**src/rtl/mux_sync_tx_arbiter_if.sv**
```systemverilog
`default_nettype none
// ============================================================================
//  Module   : mux_sync_tx_arbiter_if
//  Brief    : Requester/arbiter bundle for the mux-synchronizer TX scheduler.
//             The master side is the requester pool. The slave side is the
//             arbiter that drives the synchronizer channel.
//  Revision : 1.0  initial release
// ============================================================================
interface mux_sync_tx_arbiter_if #(
   parameter int NREQ = 4,
   parameter int DW   = 3
);
   localparam int IW = (NREQ > 1) ? $clog2(NREQ) : 1;

   logic [NREQ-1:0]    req;
   logic [NREQ*DW-1:0] req_data;
   logic [NREQ-1:0]    ack;
   logic               sync_en;
   logic [DW-1:0]      sync_data;
   logic [IW-1:0]      gnt_id;
   logic               busy;
   logic               done;

   // Requester pool: raises requests and observes grants and channel status
   modport master (
      output req, req_data,
      input  ack, sync_en, sync_data, gnt_id, busy, done
   );

   // Arbiter/scheduler: consumes requests and drives the channel
   modport slave (
      input  req, req_data,
      output ack, sync_en, sync_data, gnt_id, busy, done
   );
endinterface
`default_nettype wire

```
**src/rtl/mux_sync_tx_arbiter.sv**
```systemverilog
`default_nettype none
// ============================================================================
//  Module   : mux_sync_tx_arbiter
//  Brief    : Source-side scheduler for one shared mux-synchronizer channel.
//             Round-robin picks a requester, holds its data, then raises
//             the enable one cycle after the data is stable. The enable
//             stays high for HOLD_CYCLES. The data is then held for
//             GAP_CYCLES with the enable low before the next load.
//  Revision : 1.0  initial release
// ============================================================================
module mux_sync_tx_arbiter #(
   parameter int NREQ        = 4,
   parameter int DW          = 3,
   parameter int HOLD_CYCLES = 4,
   parameter int GAP_CYCLES  = 2
) (
   input  wire logic          clk,
   input  wire logic          rst,
   mux_sync_tx_arbiter_if.slave bus
);
   localparam int IW   = (NREQ > 1) ? $clog2(NREQ) : 1;
   localparam int CMAX = (HOLD_CYCLES > GAP_CYCLES) ? HOLD_CYCLES : GAP_CYCLES;
   localparam int CW   = $clog2(CMAX + 1);

   typedef enum logic [1:0] {
      S_IDLE = 2'd0,
      S_LOAD = 2'd1,
      S_HOLD = 2'd2,
      S_GAP  = 2'd3
   } state_t;

   state_t          r_state;
   logic [IW-1:0]   r_ptr;
   logic [CW-1:0]   r_cnt;
   logic [NREQ-1:0] r_ack;
   logic            r_sync_en;
   logic [DW-1:0]   r_sync_data;
   logic [IW-1:0]   r_gnt_id;
   logic            r_done;

   logic            w_found;
   logic [IW-1:0]   w_win;

   // Round-robin search: first set request at or after r_ptr, wrapping
   always_comb begin : p_pick
      int v_idx;
      w_found = 1'b0;
      w_win   = '0;
      v_idx   = 0;
      for (int k = 0; k < NREQ; k++) begin
         v_idx = int'(r_ptr) + k;
         if (v_idx >= NREQ) v_idx = v_idx - NREQ;
         if (!w_found && bus.req[v_idx]) begin
            w_found = 1'b1;
            w_win   = IW'(v_idx);
         end
      end
   end

   // Transfer sequencer: IDLE -> LOAD -> HOLD -> GAP -> IDLE, all outputs registered
   always_ff @(posedge clk or posedge rst) begin
      if (rst) begin
         r_state     <= S_IDLE;
         r_ptr       <= '0;
         r_cnt       <= '0;
         r_ack       <= '0;
         r_sync_en   <= 1'b0;
         r_sync_data <= '0;
         r_gnt_id    <= '0;
         r_done      <= 1'b0;
      end else begin
         case (r_state)
            S_IDLE: begin
               r_done <= 1'b0;
               if (w_found) begin
                  // Only this edge may change the held data
                  r_state     <= S_LOAD;
                  r_sync_data <= bus.req_data[int'(w_win)*DW +: DW];
                  r_gnt_id    <= w_win;
                  r_ack       <= NREQ'(1) << w_win;
                  r_ptr       <= (w_win == IW'(NREQ-1)) ? '0 : w_win + 1'b1;
               end
            end
            S_LOAD: begin
               // Data has had a full cycle to settle; the enable can rise now
               r_ack     <= '0;
               r_state   <= S_HOLD;
               r_cnt     <= '0;
               r_sync_en <= 1'b1;
            end
            S_HOLD: begin
               if (r_cnt == CW'(HOLD_CYCLES-1)) begin
                  r_sync_en <= 1'b0;
                  r_state   <= S_GAP;
                  r_cnt     <= '0;
                  r_done    <= (GAP_CYCLES == 1);
               end else begin
                  r_cnt <= r_cnt + 1'b1;
               end
            end
            S_GAP: begin
               if (r_cnt == CW'(GAP_CYCLES-1)) begin
                  r_state <= S_IDLE;
                  r_cnt   <= '0;
                  r_done  <= 1'b0;
               end else begin
                  r_cnt  <= r_cnt + 1'b1;
                  // Flag the cycle that will be the last one of the gap
                  r_done <= (GAP_CYCLES >= 2) && (r_cnt == CW'(GAP_CYCLES-2));
               end
            end
            default: begin
               r_state <= S_IDLE;
            end
         endcase
      end
   end

   assign bus.ack       = r_ack;
   assign bus.sync_en   = r_sync_en;
   assign bus.sync_data = r_sync_data;
   assign bus.gnt_id    = r_gnt_id;
   assign bus.done      = r_done;
   assign bus.busy      = (r_state != S_IDLE);

endmodule
`default_nettype wire

```
**src/flat_wrapper.sv**
```systemverilog
// flat-port wrapper written by rule: the top's interface ports become plain ports
module mux_sync_tx_arbiter_flat 
#(
   parameter int NREQ        = 4,
   parameter int DW          = 3,
   parameter int HOLD_CYCLES = 4,
   parameter int GAP_CYCLES  = 2
)
  (clk, rst, bus_req, bus_req_data, bus_ack, bus_sync_en, bus_sync_data, bus_gnt_id, bus_busy, bus_done);
  mux_sync_tx_arbiter_if #(.NREQ(NREQ), .DW(DW)) bus_i ();
  input  wire logic clk;
  input  wire logic rst;
  input wire logic [$bits(bus_i.req)-1:0] bus_req;
  input wire logic [$bits(bus_i.req_data)-1:0] bus_req_data;
  output wire logic [$bits(bus_i.ack)-1:0] bus_ack;
  output wire logic [$bits(bus_i.sync_en)-1:0] bus_sync_en;
  output wire logic [$bits(bus_i.sync_data)-1:0] bus_sync_data;
  output wire logic [$bits(bus_i.gnt_id)-1:0] bus_gnt_id;
  output wire logic [$bits(bus_i.busy)-1:0] bus_busy;
  output wire logic [$bits(bus_i.done)-1:0] bus_done;
  assign bus_i.req = bus_req;
  assign bus_i.req_data = bus_req_data;
  assign bus_ack = bus_i.ack;
  assign bus_sync_en = bus_i.sync_en;
  assign bus_sync_data = bus_i.sync_data;
  assign bus_gnt_id = bus_i.gnt_id;
  assign bus_busy = bus_i.busy;
  assign bus_done = bus_i.done;
  mux_sync_tx_arbiter #(.NREQ(NREQ), .DW(DW), .HOLD_CYCLES(HOLD_CYCLES), .GAP_CYCLES(GAP_CYCLES)) u_core (.clk(clk), .rst(rst), .bus(bus_i));
endmodule
```
**config.mk**
```make
export PLATFORM = sky130hd
export DESIGN_NAME = mux_sync_tx_arbiter_flat
export DESIGN_NICKNAME = d
export VERILOG_FILES = /design/src/rtl/mux_sync_tx_arbiter_if.sv /design/src/rtl/mux_sync_tx_arbiter.sv /design/src/flat_wrapper.sv
export SDC_FILE = /design/constraint.sdc
export NUM_CORES = 1
export LEC_CHECK = 0
export BUFFER_PORTS_ARGS = -buffer_cell sky130_fd_sc_hd__buf_2
export CORE_UTILIZATION = 45
export CTS_CLUSTER_SIZE = 24
export DETAILED_ROUTE_END_ITERATION = 6
export PLACE_DENSITY = 0.69
export SLEW_MARGIN = 20
export SYNTH_ARGS = -nofsm -noshare
export SYNTH_HDL_FRONTEND = slang
export SYNTH_SLANG_ARGS = --single-unit
```
**constraint.sdc**
```tcl
create_clock -name clk -period 4 [get_ports clk]
set_input_delay 0.2 -clock clk [delete_from_list [all_inputs] [get_ports clk]]
set_output_delay 0.2 -clock clk [all_outputs]
set_load 0.02 [all_outputs]
```
# Word-level counts from Yosys, hierarchy flattened
# Index checks and enable logic that the tools add are counted.
# totals
reg_bits	18
inputBits	18
out_inout_bits	12
elab_cells	93
# op_classes
add_sub_neg	9
multipliers	1
magnitude_cmp	8
eq_ne	9
n_shift	2
mux	38
reduce_logical	18
# op_table
operator	count
32-bit by 4-bit < comparator with 1-bit output, second input constant	4
32-bit two-way mux	4
32-bit by 4-bit greater-or-equal comparator with 1-bit output, second input constant	3
32-bit by 4-bit subtractor with 32-bit output, second input constant	3
12-bit by 32-bit variable part select with 3-bit output	1
2-bit two-way mux	8
1-bit two-way mux	14
3-bit case mux with 3 select lines	1
1-bit binary-select mux with 2-bit select	4
2-bit case mux with 4 select lines	1
4-bit case mux with 2 select lines	1
2-bit AND reduction	4
2-bit by 2-bit adder with 3-bit output, second input constant	2
2-bit equality test, second input constant	3
3-bit two-way mux	2
2-bit by 1-bit inequality test with 1-bit output, second input constant	3
2-bit nonzero test	3
3-bit nonzero test	2
2-bit by 2-bit multiplier with 4-bit output, second input constant	1
4-bit two-way mux	1
1-bit by 2-bit left shift with 4-bit output, first input constant	1
2-bit by 3-bit subtractor with 4-bit output, second input constant	1
2-bit by 1-bit adder with 3-bit output, second input constant	1
3-bit by 1-bit adder with 3-bit output, second input constant	1
12 further kinds	16

# Logic depth before layout (Yosys ltp)
# depth
ltp_word	18
mapped_depth	8
depth_no_buf	7

# Least setup slack after synthesis
# OpenSTA, ideal clock, no wires.
# synth_path
path_kind	reg2reg
start	register u_core.r_ptr[1]
end	register u_core.r_ptr[1]
setup_time_ns	0.128
arrival_time_ns	1.601
required_ns	3.872
path_slack_ns	2.271
path_stages_with_launch	7
n_path_buf	1
synth_period_minus_slack_ns	1.729
path_cell_list	dfrtp_1 > nand2b_1 > a21o_2 > and2_4 > buf_6 > ha_1 > mux2_1
# synth_via
elab_chain_cells	17
word_cells_on_any_way	45
classes_between	add/sub (8); order compare (4); eq/ne (1); mux (25); reduce/logical (7)
# synth_lines
element	line_no	rtl
from (decl)	mux_sync_tx_arbiter.sv:33	logic [IW-1:0] r_ptr;
from (signal assigned)	mux_sync_tx_arbiter.sv:81	r_ptr <= (w_win == IW'(NREQ-1)) ? '0 : w_win + 1'b1;
branches (longest 14 deep; another with 32-bit by 4-bit subtractor with 32-bit output)	-	
2-bit two-way mux (*)	mux_sync_tx_arbiter.sv:53	if (!w_found && bus.req[v_idx]) begin
named net u_core.w_win[0]	mux_sync_tx_arbiter.sv:42	logic [IW-1:0] w_win;
2-bit by 1-bit adder with 2-bit output / 2-bit equality test (equally long branches)	mux_sync_tx_arbiter.sv:81	
2-bit two-way mux (*)	mux_sync_tx_arbiter.sv:81	
# Mark *: on every way through the listed nets, which the timed path passes. The select of a mux whose other input is x is not followed.
# A chain may end at the register's enable or synchronous reset.

# Worst setup path in the final report
# layout_path
start	register u_core.r_state[0]
end	output bus_busy
# layout_via
elab_chain_cells	1
# layout_lines
element	line_no	rtl
from (decl)	mux_sync_tx_arbiter.sv:32	state_t r_state;
from (signal assigned)	mux_sync_tx_arbiter.sv:63	r_state <= S_IDLE;
from (signal assigned)	mux_sync_tx_arbiter.sv:77	r_state <= S_LOAD;
from (signal assigned)	mux_sync_tx_arbiter.sv:87	r_state <= S_HOLD;
2-bit nonzero test	mux_sync_tx_arbiter.sv:124	assign bus.busy = (r_state != S_IDLE);
to (decl)	flat_wrapper.sv:19	output wire logic [$bits(bus_i.busy)-1:0] bus_busy;
# Every way passes these cells.

==> results.json <==
{
  "status": "finished, violations left",
  "violations": "negative hold slack",
  "crit_type": "flip-flop to output port",
  "syn_area_sq_um": 1190,
  "post-route-period-util_pct": 46.1,
  "vias": 961,
  "p_int_w": 0.000551,
  "numCtsBuffers": 3,
  "cts.sinks": 18,
  "ir_worst_vdd_uv": 336,
  "layout-drive-gt1-share_pct": 29.8,
  "synth_fp_nets": 154,
  "setup_viol": 0,
  "clockBufferDepth": 2,
  "leakagePower_nw": 0.708,
  "fmax_mhz": 543,
  "netlist_instances": 122,
  "grt_max_degree": 19,
  "yosys.area.top_type_share_pct": 37.7,
  "power_frac_seq_pct": 32.8,
  "reg2reg_depth": 6,
  "timing.critical_path.to_type": "output port",
  "cp_data_required_time_ns": 3.80,
  "port_buffers": 29,
  "clock_skew_ns": 0.00265,
  "p_per_area_nw_per_um2": 733,
  "grt.overflow.total": 0,
  "fin_crit_ns": 1.84,
  "min_path_type": "input port to async pin",
  "num_rows": 18,
  "antenna_cells": 0,
  "ys_types": 34,
  "cts_tree": "yes",
  "tns_ns": 0,
  "die_area_sq_um": 2870,
  "drtPass1Iterations": 4,
  "crit_arrival_ns": 1.64,
  "swShare_pct": 45.4,
  "synthTopCellsByArea": "dfrtp_1, ha_1, inv_1",
  "relSlewSlack_pct": 53.6,
  "io_pins": 30,
  "gp_congestion": 0.733,
  "worstSkewPairLatency_ns": 0.29,
  "hold_buffers": 0,
  "reg2reg_from": "u_core.r_state[0]$_DFFE_PP0P_",
  "antenna_left": 0,
  "syn2layout_area_growth_pct": 15.3,
  "antenna_found_initial": 0,
  "p_switching_w": 0.000459,
  "core_sq_um": 2500,
  "slew_violations": 0,
  "clk_pin_slew_ns": 0.10,
  "die_h_um": 53.5,
  "place_hpwl_mm": 1.71,
  "rsz0062_at_grt": "false",
  "hold_violations": 10,
  "gr-usage-all-layers_pct": 17.4,
  "grt_pass1_vias": 868,
  "nets": 185,
  "drv_cap": 0,
  "clkPwrFrac_pct": 8.9,
  "whs_ns": -0.00175,
  "drt_iter0_drc": 7,
  "postSynthAreaPerCell_sq_um": 9.79,
  "grt_pass1_wl_mm": 3.63,
  "cp_max_fo": 12,
  "post-cts-setup-buffer-count": 0,
  "ys_ff_latch": 18,
  "wl_per_cell_um": 11.6,
  "fillers": 240,
  "drc": 0,
  "die_w_um": 53.5,
  "cts.htree.levels": 1,
  "yosysTopAreaCell": "dfrtp_1",
  "worst_slew_pin_slew_ns": 0.696,
  "timing.rr.end": "u_core.bus.sync_data[0]$_DFFE_PP0P_",
  "worst-r2r-setup-slack_ns": 2.21,
  "worstSetupStartpoint": "u_core.r_state[0]$_DFFE_PP0P_",
  "root_buffer": "clkbuf_4",
  "yosys_warnings": 0,
  "seq_area_frac_synth_pct": 37.7,
  "viasPerCell": 5.31,
  "wl_mm": 2.11,
  "crit_path_start_kind": "flip-flop",
  "final_common_cell": "buf_2",
  "layout_common_cells": "buf_2, dfrtp_1, ha_1, inv_1, nand2_1",
  "cts_resized": 0,
  "initial_core_util_pct": 47.8,
  "combinationalPowerShare_pct": 58.4
}
power groups by stage:
stage | clock network [W] | logic, W | registers, W
5_1_grt | 0.000104 | 0.000679 | 0.000345
4_1_cts | 0.0000920 | 0.000598 | 0.000332
3_3_place_gp | 0 | 0.000585 | 0.000333
6_report | 0.0000896 | 0.000590 | 0.000331
3_5_place_dp | 0 | 0.000597 | 0.000336
2_1_floorplan | 0 | 0.000402 | 0.000393
per-layer routing:
layer | vias to the layer above | track usage, % | share of wire (%)
li1 | 479 | - | -
met1 | 457 | 21.4 | 47
met2 | 20 | 30.0 | 48
met3 | 5 | 1.69 | 2.5
met4 | 0 | 9.21 | 2.3
met5 | - | 0 | 0
sequential cells by signal, indices dropped and copies added (netlist names):
name                  count
u_core.bus.ack            4
u_core.bus.done           1
u_core.bus.gnt_id         2
u_core.bus.sync_data      3
u_core.bus.sync_en        1
u_core.r_cnt              3
u_core.r_ptr              2
u_core.r_state            2
cell usage after synthesis:
| cell | instances |
|---|---|
| o211ai_1 | 3 |
| a2bb2oi_1 | 1 |
| a21o_2 | 1 |
| o21ai_1 | 7 |
| inv_1 | 11 |
| dfrtp_1 | 18 |
| a21o_1 | 2 |
| a211oi_1 | 2 |
| inv_2 | 2 |
| mux2_1 | 2 |
| a21oi_2 | 1 |
| o21bai_2 | 1 |
| nand3_1 | 2 |
| mux2i_1 | 4 |
| nor2_1 | 7 |
| a22oi_1 | 2 |
| a21boi_0 | 3 |
| nand2b_1 | 4 |
| clkbuf_1 | 1 |
| and3_2 | 3 |
| mux2_2 | 1 |
| buf_4 | 1 |
| buf_6 | 1 |
| a32o_1 | 2 |
| a221o_2 | 1 |
| ha_1 | 14 |
| a21oi_1 | 6 |
| o21ai_0 | 1 |
| nor2b_1 | 3 |
| nand2_1 | 10 |
| and2_4 | 1 |
| o22a_2 | 1 |
| nor3b_1 | 2 |
| nor4_4 | 1 |
worst max-delay path, stage by stage, from the launching register on:
cell and delay [ns]:
dfrtp_1 0.42, inv_1 0.10, ha_1 0.42, inv_1 0.20, buf_2 0.21
worst max path at each step:
stage | to | slack [ns] | cells after the start
after CTS | bus_busy | 2.16 | 4
after global routing | bus_busy | 2.00 | 4
after detailed placement | u_core.r_state[1]$_DFFE_PP0P_ | 2.23 | 7
after global placement | u_core.r_ptr[1]$_DFFE_PP0P_ | 2.28 | 7
after floorplan | u_core.r_ptr[1]$_DFFE_PP0P_ | 2.27 | 6
final | bus_busy | 2.16 | 4
kinds of logic (layout without fill, tap and decap cells):
logic type / after synthesis / after routing / synth area share [%]
AO/OA/AOI/OAI: 34 / 34 / 20.0
AND/OR/NAND/NOR: 33 / 33 / 15.5
flip-flops: 18 / 18 / 37.7
buffers and inverters: 16 / 45 / 5.97
adder cells (fa/ha/maj): 14 / 14 / 14.7
multiplexers: 7 / 7 / 6.18
through the flow:
step / setup slack [ns] / power [W] / area (sq um) / instances / util [%]
2_1_floorplan: 2.27 / 0.000795 / 1190 / 122 / -
3_3_place_gp: 2.28 / 0.000917 / 1360 / 178 / 54.2
3_5_place_dp: 2.23 / 0.000932 / 1360 / 178 / 54.2
4_1_cts: 2.16 / 0.00102 / 1380 / 181 / 55.1
5_1_grt: 2.00 / 0.00113 / 1380 / 181 / 55.1
6_report: 2.16 / 0.00101 / 1380 / 181 / 55.1
final cells by class:
cell class	instances	area (sq um)	share of cell area [%]
clock buffers	3	22.5	1.63
inverters	13	48.8	3.54
multi-input cells	88	673	48.9
flip-flops and latches	18	450	32.7
well taps	30	37.5	2.72
repair buffers	29	145	10.5
Note: power is estimated with default switching activity, not from simulation.
